File: src/rtl/trap_ctrl_pkg.sv
// Shared widths and FSM encoding for the interrupt trap controller.
package trap_ctrl_pkg;

  localparam int PC_WIDTH    = 32;
  localparam int INT_NUM_DEF = 16;
  localparam int IDX_W       = 4;

  typedef enum logic [1:0] {
    ST_IDLE    = 2'd0,
    ST_FLUSH   = 2'd1,
    ST_ENTRY   = 2'd2,
    ST_HANDLER = 2'd3
  } trap_state_e;

endpackage

File: src/rtl/trap_ctrl_if.sv
// Bundle of pipeline/CSR-side signals around the trap controller.
interface trap_ctrl_if import trap_ctrl_pkg::*; #(
  parameter int INT_NUM = INT_NUM_DEF
) ();

  logic [INT_NUM-1:0]  irq;
  logic                int_mstatus_mie;
  logic                pipe_drained;
  logic [PC_WIDTH-1:0] wb_pc;
  logic                mret_wb;

  logic                pipe_flush;
  logic                trap_entry_en;
  logic                trap_exit_en;
  logic [PC_WIDTH-1:0] normal_pc;
  logic [IDX_W-1:0]    int_index;
  logic                pc_redirect;
  logic                redirect_sel;
  logic [INT_NUM-1:0]  irq_ack;

  // Core/CSR side: drives requests and pipeline status, observes trap control.
  modport master (
    output irq, int_mstatus_mie, pipe_drained, wb_pc, mret_wb,
    input  pipe_flush, trap_entry_en, trap_exit_en, normal_pc,
           int_index, pc_redirect, redirect_sel, irq_ack
  );

  // Trap controller side.
  modport slave (
    input  irq, int_mstatus_mie, pipe_drained, wb_pc, mret_wb,
    output pipe_flush, trap_entry_en, trap_exit_en, normal_pc,
           int_index, pc_redirect, redirect_sel, irq_ack
  );

endinterface

File: src/rtl/trap_ctrl_irq_edge_pend.sv
// Per-source rising-edge detector with a sticky pending bit.
module irq_edge_pend (
  input  logic clk,
  input  logic rst_n,
  input  logic irq_i,
  input  logic clr_i,
  output logic pend_o
);

  logic prev_q;
  logic pend_q;

  // Track the previous level; a new rising edge takes precedence over a clear.
  always_ff @(posedge clk or negedge rst_n) begin
    if (!rst_n) begin
      prev_q <= 1'b0;
      pend_q <= 1'b0;
    end else begin
      prev_q <= irq_i;
      if (irq_i && !prev_q)
        pend_q <= 1'b1;
      else if (clr_i)
        pend_q <= 1'b0;
    end
  end

  assign pend_o = pend_q;

endmodule

File: src/rtl/trap_ctrl.sv
// Interrupt trap controller: pending capture, fixed-priority arbitration,
// and the flush/entry/handler sequencing toward the CSR file and fetch.
module trap_ctrl import trap_ctrl_pkg::*; #(
  parameter int INT_NUM = INT_NUM_DEF
) (
  input  logic       clk,
  input  logic       rst_n,
  trap_ctrl_if.slave bus
);

  trap_state_e         state_q, state_d;
  logic [IDX_W-1:0]    int_index_q, int_index_d;
  logic [PC_WIDTH-1:0] normal_pc_q, normal_pc_d;
  logic                entry_q, entry_d;
  logic                exit_q, exit_d;
  logic                redir_q, redir_d;
  logic                sel_q, sel_d;
  logic [INT_NUM-1:0]  ack_q, ack_d;

  logic [INT_NUM-1:0]  pend;
  logic [INT_NUM-1:0]  clr;
  logic [IDX_W-1:0]    win_idx;
  logic                win_vld;

  genvar gi;
  generate
    for (gi = 0; gi < INT_NUM; gi++) begin : g_src
      // The taken source is cleared at the end of its ENTRY cycle.
      assign clr[gi] = (state_q == ST_ENTRY) && (int_index_q == IDX_W'(gi));

      irq_edge_pend u_pend (
        .clk    (clk),
        .rst_n  (rst_n),
        .irq_i  (bus.irq[gi]),
        .clr_i  (clr[gi]),
        .pend_o (pend[gi])
      );
    end
  endgenerate

  // Fixed priority: scan from the top so the lowest pending index wins.
  always_comb begin
    win_idx = '0;
    win_vld = 1'b0;
    for (int i = INT_NUM - 1; i >= 0; i--) begin
      if (pend[i]) begin
        win_idx = IDX_W'(i);
        win_vld = 1'b1;
      end
    end
  end

  // Next state plus next values of the registered trap outputs.
  always_comb begin
    state_d     = state_q;
    int_index_d = int_index_q;
    normal_pc_d = normal_pc_q;
    entry_d     = 1'b0;
    exit_d      = 1'b0;
    redir_d     = 1'b0;
    sel_d       = 1'b0;
    ack_d       = '0;
    case (state_q)
      ST_IDLE: begin
        // An mret with no active trap still restores mepc.
        if (bus.mret_wb) begin
          exit_d  = 1'b1;
          redir_d = 1'b1;
          sel_d   = 1'b1;
        end
        if (win_vld && bus.int_mstatus_mie) begin
          state_d     = ST_FLUSH;
          int_index_d = win_idx;
        end
      end
      ST_FLUSH: begin
        // Losing MIE aborts before drain is considered; pending is kept.
        if (!bus.int_mstatus_mie) begin
          state_d = ST_IDLE;
        end else if (bus.pipe_drained) begin
          state_d     = ST_ENTRY;
          entry_d     = 1'b1;
          redir_d     = 1'b1;
          normal_pc_d = bus.wb_pc;
          ack_d       = INT_NUM'(1) << int_index_q;
        end
      end
      ST_ENTRY: begin
        state_d = ST_HANDLER;
      end
      ST_HANDLER: begin
        if (bus.mret_wb) begin
          state_d = ST_IDLE;
          exit_d  = 1'b1;
          redir_d = 1'b1;
          sel_d   = 1'b1;
        end
      end
      default: state_d = ST_IDLE;
    endcase
  end

  // State and output registers; reset discards any in-flight trap context.
  always_ff @(posedge clk or negedge rst_n) begin
    if (!rst_n) begin
      state_q     <= ST_IDLE;
      int_index_q <= '0;
      normal_pc_q <= '0;
      entry_q     <= 1'b0;
      exit_q      <= 1'b0;
      redir_q     <= 1'b0;
      sel_q       <= 1'b0;
      ack_q       <= '0;
    end else begin
      state_q     <= state_d;
      int_index_q <= int_index_d;
      normal_pc_q <= normal_pc_d;
      entry_q     <= entry_d;
      exit_q      <= exit_d;
      redir_q     <= redir_d;
      sel_q       <= sel_d;
      ack_q       <= ack_d;
    end
  end

  assign bus.pipe_flush    = (state_q == ST_FLUSH) || (state_q == ST_ENTRY);
  assign bus.trap_entry_en = entry_q;
  assign bus.trap_exit_en  = exit_q;
  assign bus.normal_pc     = normal_pc_q;
  assign bus.int_index     = int_index_q;
  assign bus.pc_redirect   = redir_q;
  assign bus.redirect_sel  = sel_q;
  assign bus.irq_ack       = ack_q;

endmodule

File: src/flat_wrapper.sv
// flat-port wrapper written by rule: the top's interface ports become plain ports
module trap_ctrl_flat import trap_ctrl_pkg::*;
#(
  parameter int INT_NUM = INT_NUM_DEF
)
  (clk, rst_n, bus_irq, bus_int_mstatus_mie, bus_pipe_drained, bus_wb_pc, bus_mret_wb, bus_pipe_flush, bus_trap_entry_en, bus_trap_exit_en, bus_normal_pc, bus_int_index, bus_pc_redirect, bus_redirect_sel, bus_irq_ack);
  trap_ctrl_if #(.INT_NUM(INT_NUM)) bus_i ();
  input  logic clk;
  input  logic rst_n;
  input wire logic [$bits(bus_i.irq)-1:0] bus_irq;
  input wire logic [$bits(bus_i.int_mstatus_mie)-1:0] bus_int_mstatus_mie;
  input wire logic [$bits(bus_i.pipe_drained)-1:0] bus_pipe_drained;
  input wire logic [$bits(bus_i.wb_pc)-1:0] bus_wb_pc;
  input wire logic [$bits(bus_i.mret_wb)-1:0] bus_mret_wb;
  output wire logic [$bits(bus_i.pipe_flush)-1:0] bus_pipe_flush;
  output wire logic [$bits(bus_i.trap_entry_en)-1:0] bus_trap_entry_en;
  output wire logic [$bits(bus_i.trap_exit_en)-1:0] bus_trap_exit_en;
  output wire logic [$bits(bus_i.normal_pc)-1:0] bus_normal_pc;
  output wire logic [$bits(bus_i.int_index)-1:0] bus_int_index;
  output wire logic [$bits(bus_i.pc_redirect)-1:0] bus_pc_redirect;
  output wire logic [$bits(bus_i.redirect_sel)-1:0] bus_redirect_sel;
  output wire logic [$bits(bus_i.irq_ack)-1:0] bus_irq_ack;
  assign bus_i.irq = bus_irq;
  assign bus_i.int_mstatus_mie = bus_int_mstatus_mie;
  assign bus_i.pipe_drained = bus_pipe_drained;
  assign bus_i.wb_pc = bus_wb_pc;
  assign bus_i.mret_wb = bus_mret_wb;
  assign bus_pipe_flush = bus_i.pipe_flush;
  assign bus_trap_entry_en = bus_i.trap_entry_en;
  assign bus_trap_exit_en = bus_i.trap_exit_en;
  assign bus_normal_pc = bus_i.normal_pc;
  assign bus_int_index = bus_i.int_index;
  assign bus_pc_redirect = bus_i.pc_redirect;
  assign bus_redirect_sel = bus_i.redirect_sel;
  assign bus_irq_ack = bus_i.irq_ack;
  trap_ctrl #(.INT_NUM(INT_NUM)) u_core (.clk(clk), .rst_n(rst_n), .bus(bus_i));
endmodule
File: config.mk
export PLATFORM = sky130hd
export DESIGN_NAME = trap_ctrl_flat
export DESIGN_NICKNAME = d
export VERILOG_FILES = /design/src/rtl/trap_ctrl_pkg.sv /design/src/rtl/trap_ctrl_if.sv /design/src/rtl/trap_ctrl_irq_edge_pend.sv /design/src/rtl/trap_ctrl.sv /design/src/flat_wrapper.sv
export SDC_FILE = /design/constraint.sdc
export NUM_CORES = 1
export LEC_CHECK = 0
export CAP_MARGIN = 20
export CORE_AREA = 2 2 86 88
export DETAILED_ROUTE_END_ITERATION = 7
export DIE_AREA = 0 0 88 90
export HOLD_SLACK_MARGIN = 0.06
export PLACE_DENSITY = 0.83
export SETUP_SLACK_MARGIN = 0.02
export SYNTH_ARGS = -nofsm -noshare
export SYNTH_HDL_FRONTEND = slang
export SYNTH_SLANG_ARGS = --single-unit
File: constraint.sdc
create_clock -name clk -period 2.8 [get_ports clk]
set_input_delay 0.42 -clock clk [delete_from_list [all_inputs] [get_ports clk]]
set_output_delay 0.42 -clock clk [all_outputs]
set_load 0.01 [all_outputs]
# Yosys cells after proc, flatten, opt, wreduce, memory -nomap -nowiden
# Index checks and enable logic that the tools add are counted.
word_totals:
  reg_bits: 89
  latch_bits: 0
  ramBits: 0
  rom_bits: 0
  in_bits: 53
  out_inout_bits: 57
  n_memories: 0
classes:
  n_addsub: 0
  n_mul: 0
  n_div: 0
  n_lt_le_gt_ge: 0
  n_eq_ne: 21
  shifts: 1
  n_mux: 78
  bitwise_logic: 0
  reduce_logical: 72
ops:
  columns: ["cell", "n"]
  rows:
  - ["$mux W4", 16]
  - ["$mux W1", 53]
  - ["$mux W16", 3]
  - ["$logic_and A1 B1 Y1", 33]
  - ["$eq A4 B4 Y1 const B", 8]
  - ["$reduce_bool A2 Y1", 16]
  - ["$eq A4 B3 Y1 const B", 4]
  - ["$logic_not A1 Y1", 16]
  - ["$shl A1 B4 Y16 const A", 1]
  - ["$eq A4 B2 Y1 const B", 2]
  - ["$mux W2", 4]
  - ["$pmux W2 S4", 1]
  - ["$reduce_and A3 Y1", 2]
  - ["$eq A2 B2 Y1 const B", 2]
  - ["$eq A4 B1 Y1 const B", 1]
  - ["$logic_not A4 Y1", 1]
  - ["$ne A3 B3 Y1 const B", 1]
  - ["$eq A2 B1 Y1 const B", 1]
  - ["$logic_not A2 Y1", 1]
  - ["$ne A2 B1 Y1 const B", 1]
  - ["$ne A2 B2 Y1 const B", 1]
  - ["$pmux W1 S2", 1]
  - ["$reduce_and A2 Y1", 1]
  - ["$reduce_or A2 Y1", 1]
  - ["$logic_or A1 B1 Y1", 1]

# Depth between registers and ports, before layout
depth:
  depth_word: 19
  ltp_mapped: 7

# Modules after synthesis
# Synthesis repeated with hierarchy kept, for this count alone.
hier_totals:
  hier_cells: 284
  area_unflattened_um2: 3533.4
modules_own_cells:
  columns: ["module", "n_inst", "cells_per_inst", "area_per_inst_um2", "seq_area_each_um2"]
  rows:
  - ["trap_ctrl", 1, 204, 2412.3, 1426.4]
  - ["irq_edge_pend", 16, 5, 70.1, 50.0]

# Least setup slack after synthesis
# No wires, ideal clock.
synth_path:
  path_type: "register to register"
  from: "register u_core.g_src[4].u_pend.pend_q"
  to: "register (tool-made name)"
  arrival_time_ns: 1.566
  required_ns: 2.721
  slack_ns: 1.155
  path_stages_with_launch: 6
  synth_period_minus_slack_ns: 1.645
  cell_sequence: "dfrtp_1 or4_4 and4bb_1 nor3_1 o21ai_2 mux2i_1"
synth_rtl:
  columns: ["item", "line_no", "text"]
  rows:
  - ["start, declared", "trap_ctrl_irq_edge_pend.sv:11", "logic pend_q;"]
  - ["start signal, assigned", "trap_ctrl_irq_edge_pend.sv:17", "pend_q <= 1'b0;"]
  - ["start signal, assigned", "trap_ctrl_irq_edge_pend.sv:21", "pend_q <= 1'b1;"]
  - ["start signal, assigned", "trap_ctrl_irq_edge_pend.sv:23", "pend_q <= 1'b0;"]

# Worst setup path after layout
layout_path:
  from: "register u_core.state_q[0]"
  to: "output port bus_pipe_flush"
layout_between:
  elab_chain_cells: 2
layout_rtl:
  columns: ["item", "line_no", "text"]
  rows:
  - ["start, declared", "trap_ctrl.sv:11", "trap_state_e state_q, state_d;"]
  - ["start signal, assigned", "trap_ctrl.sv:115", "state_q <= state_d;"]
  - ["$eq A2 B1 Y1 / $eq A2 B2 Y1 (equally long branches)", "trap_ctrl.sv:126", "assign bus.pipe_flush = (state_q == ST_FLUSH) || (state_q == ST_ENTRY);"]
  - ["$logic_or A1 B1 Y1 (*)", "trap_ctrl.sv:126", null]
  - ["end, declared", "flat_wrapper.sv:15", "output wire logic [$bits(bus_i.pipe_flush)-1:0] bus_pipe_flush;"]
# Mark *: on every way between the ends. The rest lies on a longest branch, timed or not.

==> metrics.txt <==
status finished clean; EDFF count, synth 0; prevailing post-synth register cell dfrtp_1; DP Wirelength 5425 µm; first-pass GRT wire length 12,240 µm; Via Count ~2,700; Worst-Margin Slew between 0.5 and 0.6 ns; clock tree buffer depth 2; Antenna Nets Post-Route 0; GRT Residual Overflow 0; Max Cap Viol 0; critical path data required time 2.38 ns; Worst Path Buf+Inv 2; layout net count slightly above 500; top-area cell type share of the netlist area between 60% and 70%; vias per inst roughly 4.8; initial antenna violation count 0; Area Overhead vs Synth 41.31%; die span in x 88 µm; Sinks on Clock Net 89; Crit Path Class register to primary output; post-synthesis sequential area ratio 66.12%; Post-CTS Setup Inserts 0; Max Slew Vio Count 0; DR DRC count 0; Mapped Cells 334; Routed wire per std cell between 10 and 15 µm; final core occ a little under 70%; largest stage delay on the critical path ~0.54 ns; Top Family by Delay on Critical Path buffers and inverters; Netlist cell types 32; pin count of the biggest net entering global routing 50; syn avg cell area slightly above 10 µm²; CP Cell Sequence inv_1 > ha_1 > clkdlybuf4s50_1; CP Data Arrival Time 1.72 ns; commonest cells in the netlist nand2_1 (102), dfrtp_1 (89), nor2_1 (26); Yosys Warn Count 0; Resize count post-CTS 0; DP Worst Slack ~0.95 ns; Chip Height 90 µm; die outline area 7920 µm²; clock-pin slew on the worst setup and hold paths ~0.080 ns; Max Clk Rate ~0.47 GHz; Final WS setup 0.6572 ns; CTS tree done; Slowest-stage cell, CP clkdlybuf4s50_1; crit start category register; syn_nets a little under 400; root buf cell clkbuf_8; # setup viols final 0; clk_skew 0.01438 ns; Clock Latency Late Sink between 0.3 and 0.4 ns; final setup TNS 0 ns; PortBufs around 110; Top Ports 110; Synth area leader dfrtp_1; vias in the first global route roughly 2,600; final number of hold-violating endpoints 0; Worst setup EP type primary output; # diodes 0; unrepaired setup endpoints after global routing no; Max-slew headroom between 60 and 70%; Hold Path Class register to register; total core area roughly 7000 µm²; Routed WL between 7000 and 8000 µm; leakage power between 2 and 2.5 nW; Initial Util between 40% and 50%; worst vdd ir roughly 0.00036 V; DR pass1 iterations 4; pwr/cell area 834.4 nW/µm²; ys async rst share 100.0%; most frequent cell after synthesis nand2_1; Initial DRC Count around 150; TritonCTS Buffers 9; synthesized area around 3400 µm²; Tcrit/Tclk final 76.53%; gpl congestion approximately 0.9; Std-Cell Rows 31; crit path time final approximately 2.1 ns; Total GRT Usage about a fifth; share of cells above drive strength 1 under 10%; Synth Register Bits a little under 90; htree depth 3; synth top area cells dfrtp_1 (66%), nand2_1 (11%), nor2_1 (2.9%); critical path peak fanout 5
[cells by family (layout without fill, tap and decap cells)]
kind of cell	count (synthesis)	in the layout	synth area share (%)
buffers and inverters	32	152	3.678
DFF	89	89	66.12
and+or+nand+nor	160	160	20.28
muxes	1	1	0.2972
adders and majority gates	4	4	1.486
AOI/OAI and AO/OA	48	48	8.136
[per-layer routing]
metal	vias to the layer above	GRT usage [%]	part of all wire [%]
met1	1247	25.71	42
met3	20	3.306	4.7
met2	93	32.39	50
met4	0	11.54	3.3
li1	1299	-	-
met5	-	0	0
[worst reg2reg max path, stage by stage, from the launching register on]
cell	delay, ns
dfrtp_1	0.42
or4_1	0.58
and4bb_1	0.32
nor3_1	0.09
o21ai_2	0.13
mux2i_1	0.18
[cell usage in the layout, fill, tap and decap left out, types with 2 or more instances in the layout]
cell type and count:
nor2_1 26, ha_1 4, inv_1 22, clkbuf_8 9, a21oi_1 2, o21ai_1 18, o31ai_1 2, nor3_1 7
nor2b_1 3, a31oi_1 3, clkinvlp_4 4, nand2b_1 8, o21ai_0 16, nand3_1 3, or2_1 4, nand2_1 102
nor4_1 2, buf_4 3, dfrtp_1 89, nand3b_1 2, clkdlybuf4s50_1 108
[worst paths after layout]
check,slack [ns],depth (start not counted),endpoint,startpoint
min in group asynchronous,0.59,2,u_core.bus.normal_pc[25],rst_n
min,0.41,1,u_core.g_src[13].u_pend.pend_o,u_core.g_src[13].u_pend.prev_q
max,0.66,3,bus_pipe_flush,u_core.state_q[0]
max reg2reg,1.03,5,register,u_core.g_src[0].u_pend.pend_o
min reg2reg,0.41,1,u_core.g_src[13].u_pend.pend_o,u_core.g_src[13].u_pend.prev_q
max in group asynchronous,1.59,3,u_core.bus.irq_ack[3],rst_n
[report_power, final]
group / switching [mW] / internal [mW]
Clock: 0.447 / 0.324
Sequential: 0.235 / 1.59
Combinational: 0.642 / 0.734
[flip-flops by register name, indices dropped and copies added (netlist names), named ones only]
| signal | count |
|---|---|
| u_core.state_q | 1 |
| u_core.bus.trap_exit_en | 1 |
| u_core.bus.irq_ack | 16 |
| u_core.bus.trap_entry_en | 1 |
| u_core.bus.int_index | 4 |
| u_core.bus.normal_pc | 32 |
| u_core.bus.pc_redirect | 1 |
| u_core.g_src.u_pend.prev_q | 16 |
| u_core.g_src.u_pend.pend_o | 16 |
[repair_timing]
item	CTS	global route
endpoints found under the hold margin	33	0
hold buffers	1	0
endpoints found under the setup margin	0	0
[layout make-up]
class	instances	area, µm²
well taps	99	123.9
repair buffers	113	1134
multi-input cells	213	1017
inverters	23	86.33
clock inverters	6	43.79
fillers	551	2261
flip-flops and latches	89	2227
clock buffers	10	127.6
[through the flow]
stage               power, mW  cell area (µm²)  std cells  hold slack [ns]
CTS                     4.010             4760        553           0.4101
detailed placement      3.232             4578        536           0.3986
finish                  3.971             4760        553           0.4059
global placement        3.184             4578        536           0.3952
floorplan               2.420             3368        334           0.1244
global route            4.231             4760        553           0.4197
No activity file was read; power rests on OpenSTA's default activity.
